<file path="config.mk">
export PLATFORM = sky130hd
export DESIGN_NAME = pixel_preprocessor
export DESIGN_NICKNAME = d
export VERILOG_FILES = /design/src/rtl/pixel_preprocessor.sv
export SDC_FILE = /design/constraint.sdc
export NUM_CORES = 1
export LEC_CHECK = 0
export CAP_MARGIN = 40
export CORE_ASPECT_RATIO = 0.6
export CORE_MARGIN = 4
export CORE_UTILIZATION = 56
export DETAILED_ROUTE_END_ITERATION = 8
export PLACE_DENSITY = 0.83
export SYNTH_ARGS = -nofsm -noshare
export SYNTH_HDL_FRONTEND = slang
export SYNTH_SLANG_ARGS = --single-unit
</file>
<file path="constraint.sdc">
create_clock -name clk -period 2.8 [get_ports clk]
set_input_delay 0.56 -clock clk [delete_from_list [all_inputs] [get_ports clk]]
set_output_delay 0.56 -clock clk [all_outputs]
set_load 0.02 [all_outputs]
</file>
<file path="src/rtl/pixel_preprocessor.sv">
// Pixel preprocessor: per-channel mean subtract, scale, shift and saturate an
// interleaved HWC byte stream, writing signed results in planar CHW order.
module pixel_preprocessor #(
    parameter int unsigned IMAGE_WIDTH  = 224,
    parameter int unsigned IMAGE_HEIGHT = 224,
    parameter int unsigned MEAN_R       = 124,
    parameter int unsigned MEAN_G       = 116,
    parameter int unsigned MEAN_B       = 104,
    parameter int unsigned SCALE        = 1,
    parameter int unsigned SHIFT        = 0
) (
    input  logic        clk,
    input  logic        rst,
    input  logic        start,
    input  logic [7:0]  in_data,
    input  logic [19:0] in_addr,
    input  logic        in_we,
    output logic [7:0]  out_data,
    output logic [19:0] out_addr,
    output logic        out_we,
    output logic        busy,
    output logic        done,
    output logic        seq_err
);

    localparam logic [19:0] PLANE  = 20'(IMAGE_WIDTH * IMAGE_HEIGHT);
    localparam logic [19:0] TOTAL  = 20'(3 * IMAGE_WIDTH * IMAGE_HEIGHT);
    localparam logic [19:0] BASE_B = 20'(2 * IMAGE_WIDTH * IMAGE_HEIGHT);
    localparam logic [7:0]  MR     = 8'(MEAN_R);
    localparam logic [7:0]  MG     = 8'(MEAN_G);
    localparam logic [7:0]  MB     = 8'(MEAN_B);
    localparam logic [7:0]  SC     = 8'(SCALE);

    typedef enum logic [1:0] {ST_IDLE, ST_RUN, ST_DRAIN, ST_DONE} state_t;

    state_t             state, state_nxt;
    logic [1:0]         ch;
    logic [19:0]        pos;
    logic [19:0]        cnt;
    logic               drain_cnt;
    logic               accept;
    logic               last_byte;
    logic [7:0]         mean_sel;
    logic [19:0]        base_sel;
    logic signed [8:0]  diff;
    logic signed [17:0] prod;
    logic               s1_valid;
    logic signed [17:0] s1_prod;
    logic [19:0]        s1_addr;
    logic signed [17:0] sh;
    logic [7:0]         sat;

    assign accept    = (state == ST_RUN) && in_we;
    assign last_byte = accept && (cnt == TOTAL - 20'd1);

    always_ff @(posedge clk or negedge rst) begin
        if (!rst) state <= ST_IDLE;
        else      state <= state_nxt;
    end

    always_comb begin
        state_nxt = state;
        case (state)
            ST_IDLE:  if (start) state_nxt = ST_RUN;
            ST_RUN:   if (last_byte) state_nxt = ST_DRAIN;
            ST_DRAIN: if (drain_cnt) state_nxt = ST_DONE;
            ST_DONE:  state_nxt = ST_IDLE;
            default:  state_nxt = ST_IDLE;
        endcase
    end

    always_comb begin
        busy = (state == ST_RUN) || (state == ST_DRAIN);
        done = (state == ST_DONE);
    end

    always_ff @(posedge clk or negedge rst) begin
        if (!rst) begin
            ch        <= '0;
            pos       <= '0;
            cnt       <= '0;
            drain_cnt <= 1'b0;
            seq_err   <= 1'b0;
        end else begin
            drain_cnt <= (state == ST_DRAIN) ? ~drain_cnt : 1'b0;
            if (state == ST_IDLE && start) begin
                ch      <= '0;
                pos     <= '0;
                cnt     <= '0;
                seq_err <= 1'b0;
            end else begin
                if (accept) begin
                    cnt <= cnt + 20'd1;
                    if (ch == 2'd2) begin
                        ch  <= '0;
                        pos <= pos + 20'd1;
                    end else begin
                        ch <= ch + 2'd1;
                    end
                end
                // Out-of-order bytes are still processed; late bytes are dropped.
                if ((accept && in_addr != cnt) ||
                    ((state == ST_DRAIN || state == ST_DONE) && in_we))
                    seq_err <= 1'b1;
            end
        end
    end

    always_comb begin
        case (ch)
            2'd0:    begin mean_sel = MR; base_sel = '0;     end
            2'd1:    begin mean_sel = MG; base_sel = PLANE;  end
            default: begin mean_sel = MB; base_sel = BASE_B; end
        endcase
        diff = $signed({1'b0, in_data}) - $signed({1'b0, mean_sel});
        prod = $signed({{9{diff[8]}}, diff}) * $signed({10'b0, SC});
    end

    always_ff @(posedge clk or negedge rst) begin
        if (!rst) begin
            s1_valid <= 1'b0;
            s1_prod  <= '0;
            s1_addr  <= '0;
        end else begin
            s1_valid <= accept;
            if (accept) begin
                s1_prod <= prod;
                s1_addr <= base_sel + pos;
            end
        end
    end

    always_comb begin
        sh = s1_prod >>> SHIFT;
        if (sh > 18'sd127)       sat = 8'h7F;
        else if (sh < -18'sd128) sat = 8'h80;
        else                     sat = sh[7:0];
    end

    always_ff @(posedge clk or negedge rst) begin
        if (!rst) begin
            out_we   <= 1'b0;
            out_data <= '0;
            out_addr <= '0;
        end else begin
            out_we <= s1_valid;
            if (s1_valid) begin
                out_data <= sat;
                out_addr <= s1_addr;
            end
        end
    end

endmodule

</file>
==> Implementation_results.wiki <==
{| class="wikitable"
! Metric !! Value
|-
| Initial antenna violation count || 0
|-
| Placer congestion estimate || 0.907
|-
| Final hold slack || 193 ps
|-
| Clock period minus worst slack || 2360 ps
|-
| Post-DRT Antenna Nets || 0
|-
| Number of library cell types mapped by synthesis || 45
|-
| Fraction of final layout cells with drive strength greater than 1 || 11.6%
|-
| DRC violations left || 0
|-
| EDFF count, synth || 0
|-
| Maximum buffer depth of the clock tree || 2
|-
| Library cell occupying the most area in the post-synthesis netlist || sky130_fd_sc_hd__dfrtp_1
|-
| CTS tree || yes
|-
| Diodes inserted || 0
|-
| Die Y || 82.7 um
|-
| Average wire per standard cell || 16.4 um
|-
| Most frequently used cell type in the post-synthesis netlist || sky130_fd_sc_hd__dfrtp_1
|-
| Later-pin clock latency in the skew report || 350 ps
|-
| Fraction of the mapped netlist area in simple logic gates || 18.1%
|-
| Total area of sequential cells || 2630 um2
|-
| Setup repair after global routing missed its margin || no
|-
| Result of the run || completed
|-
| Final setup violation count || 0
|-
| Power density over the cells || 682 nW/um2
|-
| Worst path most repeated cell || sky130_fd_sc_hd__o21ai_0
|-
| Fraction of synthesized cell area taken by the top area cell type || 50.5%
|-
| Post-CTS Setup Bufs || 0
|-
| WS Path Type || flip-flop to flip-flop
|-
| Setup WS post-layout || 441 ps
|-
| Async set or reset register ratio after synthesis || 100%
|-
| Instance area at placement || 5950 um2
|-
| Post-synth top cells || sky130_fd_sc_hd__dfrtp_1, sky130_fd_sc_hd__nand2_1, sky130_fd_sc_hd__xor2_1, sky130_fd_sc_hd__nor2_1, sky130_fd_sc_hd__mux2_2
|-
| Initial DRC Count || 302
|-
| Count of pins over their slew limit || 0
|-
| Number of top-level design ports || 64
|-
| Multiplexer share of the synthesized area || 6.47%
|-
| Total via count after detailed routing || 3746
|-
| Initial DRT Pass Iterations || 4
|-
| Cells along the critical path || nor2b_1 > ha_1 > o21ai_0 > a21oi_1 > o211ai_1 > xor2_1 > o21ai_0
|-
| Final std cell area, no fill || 6240 um2
|-
| Avg Synthesized Cell Area || 10.3 um2
|-
| P&R area growth vs syn || 20.0%
|-
| Area of the core || 8780 um2
|-
| Leakage power || 2.90 nW
|-
| Clock transition at the registers of the reported paths || 70 ps
|-
| Cell area after synthesis || 5200 um2
|-
| Sum of routed wire length over all layers || 11200 um
|-
| Vias in the first global route || 3716
|-
| Warning count from the yosys run || 0
|-
| Max_cap viols || 0
|-
| Worst setup timing slack at the placement stage || 189 ps
|-
| Worst Skew || 5.26 ps
|-
| Share of the core filled with cells || 71.1%
|-
| Maximum fanout encountered on the critical timing path || 11
|-
| Endpoint kind of the worst setup timing path || flip-flop
|-
| Slack of the worst reg-to-reg path || 440 ps
|-
| Dominant combinational cell family by area after synthesis || simple AND/OR/NAND/NOR gates
|-
| Net count, final || 608
|-
| Root Driver || sky130_fd_sc_hd__clkbuf_16
|-
| Data required, critical path || 3070 ps
|-
| CP peak stage delay || 530 ps
|-
| Number of buffers inserted during clock tree synthesis || 9
|-
| Die boundary width || 132 um
|-
| Flip-flop cell with the highest count after synthesis || sky130_fd_sc_hd__dfrtp_1
|-
| Synth top area cells || sky130_fd_sc_hd__dfrtp_1, sky130_fd_sc_hd__xor2_1, sky130_fd_sc_hd__nand2_1, sky130_fd_sc_hd__mux2_2, sky130_fd_sc_hd__nor2_1
|-
| Footprint of the multi-input gates || 2430 um2
|-
| Cells after Synth || 504
|-
| Number of input and output port buffers inserted || 63
|-
| Maximum ir drop on the vdd rail || 395 uV
|-
| FMAX || 424 MHz
|-
| Synth Register Bits || 105
|-
| Cell with the largest stage delay on the worst path || sky130_fd_sc_hd__dfrtp_1
|-
| Placement row count || 26
|-
| Number of hold buffers added after CTS || 0
|-
| Die area || 10900 um2
|-
| Via-to-Cell Ratio || 5.51
|-
| Cts repair resizes || 0
|-
| Compound-gate portion of the synthesized area || 4.98%
|-
| Arrival @ worst endpoint || 2630 ps
|-
| Maximum number of pins on one net before global-route repair || 44
|-
| Category of the worst setup path launch point || flip-flop
|-
| Post-synthesis share of cell area spent on full adders, half adders and majority gates || 4.81%
|-
| Synth Net Count || 549
|-
| Number of hold-slack violations in the final timing report || 0
|-
| Type of the tightest min-delay check || input pin to asynchronous set/reset pin
|-
| Wire length of the first global-routing pass || 18900 um
|-
| Final period util || 84.3%
|-
| Final-layout setup total negative slack || 0 ps
|-
| TritonCTS Sinks || 105
|-
| GR Overflow Total || 0
|-
| Post-DP HPWL || 8190 um
|-
| Slew at the pin closest to its max-slew limit || 587 ps
|-
| Effective utilization at floorplan || 59.2%
|-
| Post-synthesis xor/xnor area fraction || 12.5%
|-
| FILL cells || 641
|-
| Sequential share of the synthesized area || 50.5%
|-
| Worst relative slew slack || 60.9%
|-
| Number of levels in the clock H-tree || 3
|-
| GRT Util Overall || 21.8%
|}
-- cell families (layout without fill, tap and decap cells) --
kind of cell / count (synthesis) / count (layout)
compound gates: 41 / 41
xor+xnor: 74 / 74
fa+ha+maj: 21 / 21
buf+inv: 35 / 99
flops: 105 / 105
mux: 30 / 30
simple gates: 198 / 198
-- power breakdown --
| part | switching, W | leakage [nW] | internal [W] | total (W) |
|---|---|---|---|---|
| sequential | 0.000243 | 1.38 | 0.00176 | 0.00201 |
| combinational | 0.000520 | 1.39 | 0.000518 | 0.00104 |
| clock | 0.000574 | 0.132 | 0.000637 | 0.00121 |
| total | 0.00134 | 2.90 | 0.00292 | 0.00426 |
-- registers in the layout (all words and copies together), names as in the netlist --
signal,cells
s1_addr,20
seq_err,1
pos,20
out_we,1
s1_valid,1
drain_cnt,1
ch,2
state,2
out_data,8
out_addr,20
s1_prod,9
cnt,20
-- routing by layer --
| metal | vias up | global-route usage [%] | part of all wire, % |
|---|---|---|---|
| li1 | 1798 | - | - |
| met1 | 1843 | 31.4 | 49 |
| met2 | 89 | 33.5 | 45 |
| met3 | 16 | 5.02 | 4.3 |
| met4 | 0 | 6.02 | 1.2 |
| met5 | - | 0 | 0 |
-- stage by stage --
| step | total power [W] | instances |
|---|---|---|
| 5_1_grt | 0.00449 | 680 |
| 2_1_floorplan | 0.00264 | 504 |
| 3_5_place_dp | 0.00307 | 664 |
| 3_3_place_gp | 0.00301 | 664 |
| 6_report | 0.00426 | 680 |
| 4_1_cts | 0.00429 | 680 |
-- final timing paths --
path                                to  cells after the start      start
min in group clk             drain_cnt                      1  drain_cnt
min reg2reg                  drain_cnt                      1  drain_cnt
max                        s1_addr[19]                      7      ch[1]
max in group asynchronous      pos[14]                      2        rst
max reg2reg                s1_addr[19]                      7      ch[1]
min                             pos[5]                      1        rst
-- cell type report --
| class | instances | area share [%] |
|---|---|---|
| Clock buffer | 10 | 3.83 |
| Clock inverter | 6 | 0.782 |
| Inverter | 10 | 0.601 |
| Multi-Input combinational cell | 364 | 39.0 |
| Sequential cell | 105 | 42.1 |
| Tap cell | 112 | 2.24 |
| Timing Repair Buffer | 73 | 11.5 |
-- cells in the final DEF (no fill, tap or decap), types with 2 or more instances in the layout --
cell type | netlist | routed
sky130_fd_sc_hd__a211oi_1 | 2 | 2
sky130_fd_sc_hd__a21oi_1 | 10 | 10
sky130_fd_sc_hd__and2_1 | 3 | 3
sky130_fd_sc_hd__and3_1 | 8 | 8
sky130_fd_sc_hd__and4_1 | 2 | 2
sky130_fd_sc_hd__buf_4 | 1 | 10
sky130_fd_sc_hd__clkbuf_16 | 0 | 9
sky130_fd_sc_hd__clkdlybuf4s50_1 | 0 | 62
sky130_fd_sc_hd__clkinvlp_4 | 0 | 3
sky130_fd_sc_hd__dfrtp_1 | 105 | 105
sky130_fd_sc_hd__ha_1 | 12 | 12
sky130_fd_sc_hd__inv_1 | 10 | 10
sky130_fd_sc_hd__inv_6 | 0 | 3
sky130_fd_sc_hd__maj3_1 | 8 | 8
sky130_fd_sc_hd__mux2_2 | 29 | 29
sky130_fd_sc_hd__nand2_1 | 88 | 88
sky130_fd_sc_hd__nand3_1 | 15 | 15
sky130_fd_sc_hd__nand4_1 | 14 | 14
sky130_fd_sc_hd__nor2_1 | 49 | 49
sky130_fd_sc_hd__nor2b_1 | 2 | 2
sky130_fd_sc_hd__nor4_1 | 4 | 4
sky130_fd_sc_hd__o21ai_0 | 21 | 21
sky130_fd_sc_hd__or2_2 | 3 | 3
sky130_fd_sc_hd__xnor2_1 | 17 | 17
sky130_fd_sc_hd__xor2_1 | 57 | 57
-- critical path: cells and delay by family (launching register included) --
| family | cells | cell delay [ps] |
|---|---|---|
| AO/OA/AOI/OAI | 4 | 760 |
| flip-flops | 1 | 530 |
| AND/OR/NAND/NOR | 1 | 480 |
| adder cells (fa/ha/maj) | 1 | 350 |
| XOR/XNOR | 1 | 170 |
(Power assumes the default switching activity.)
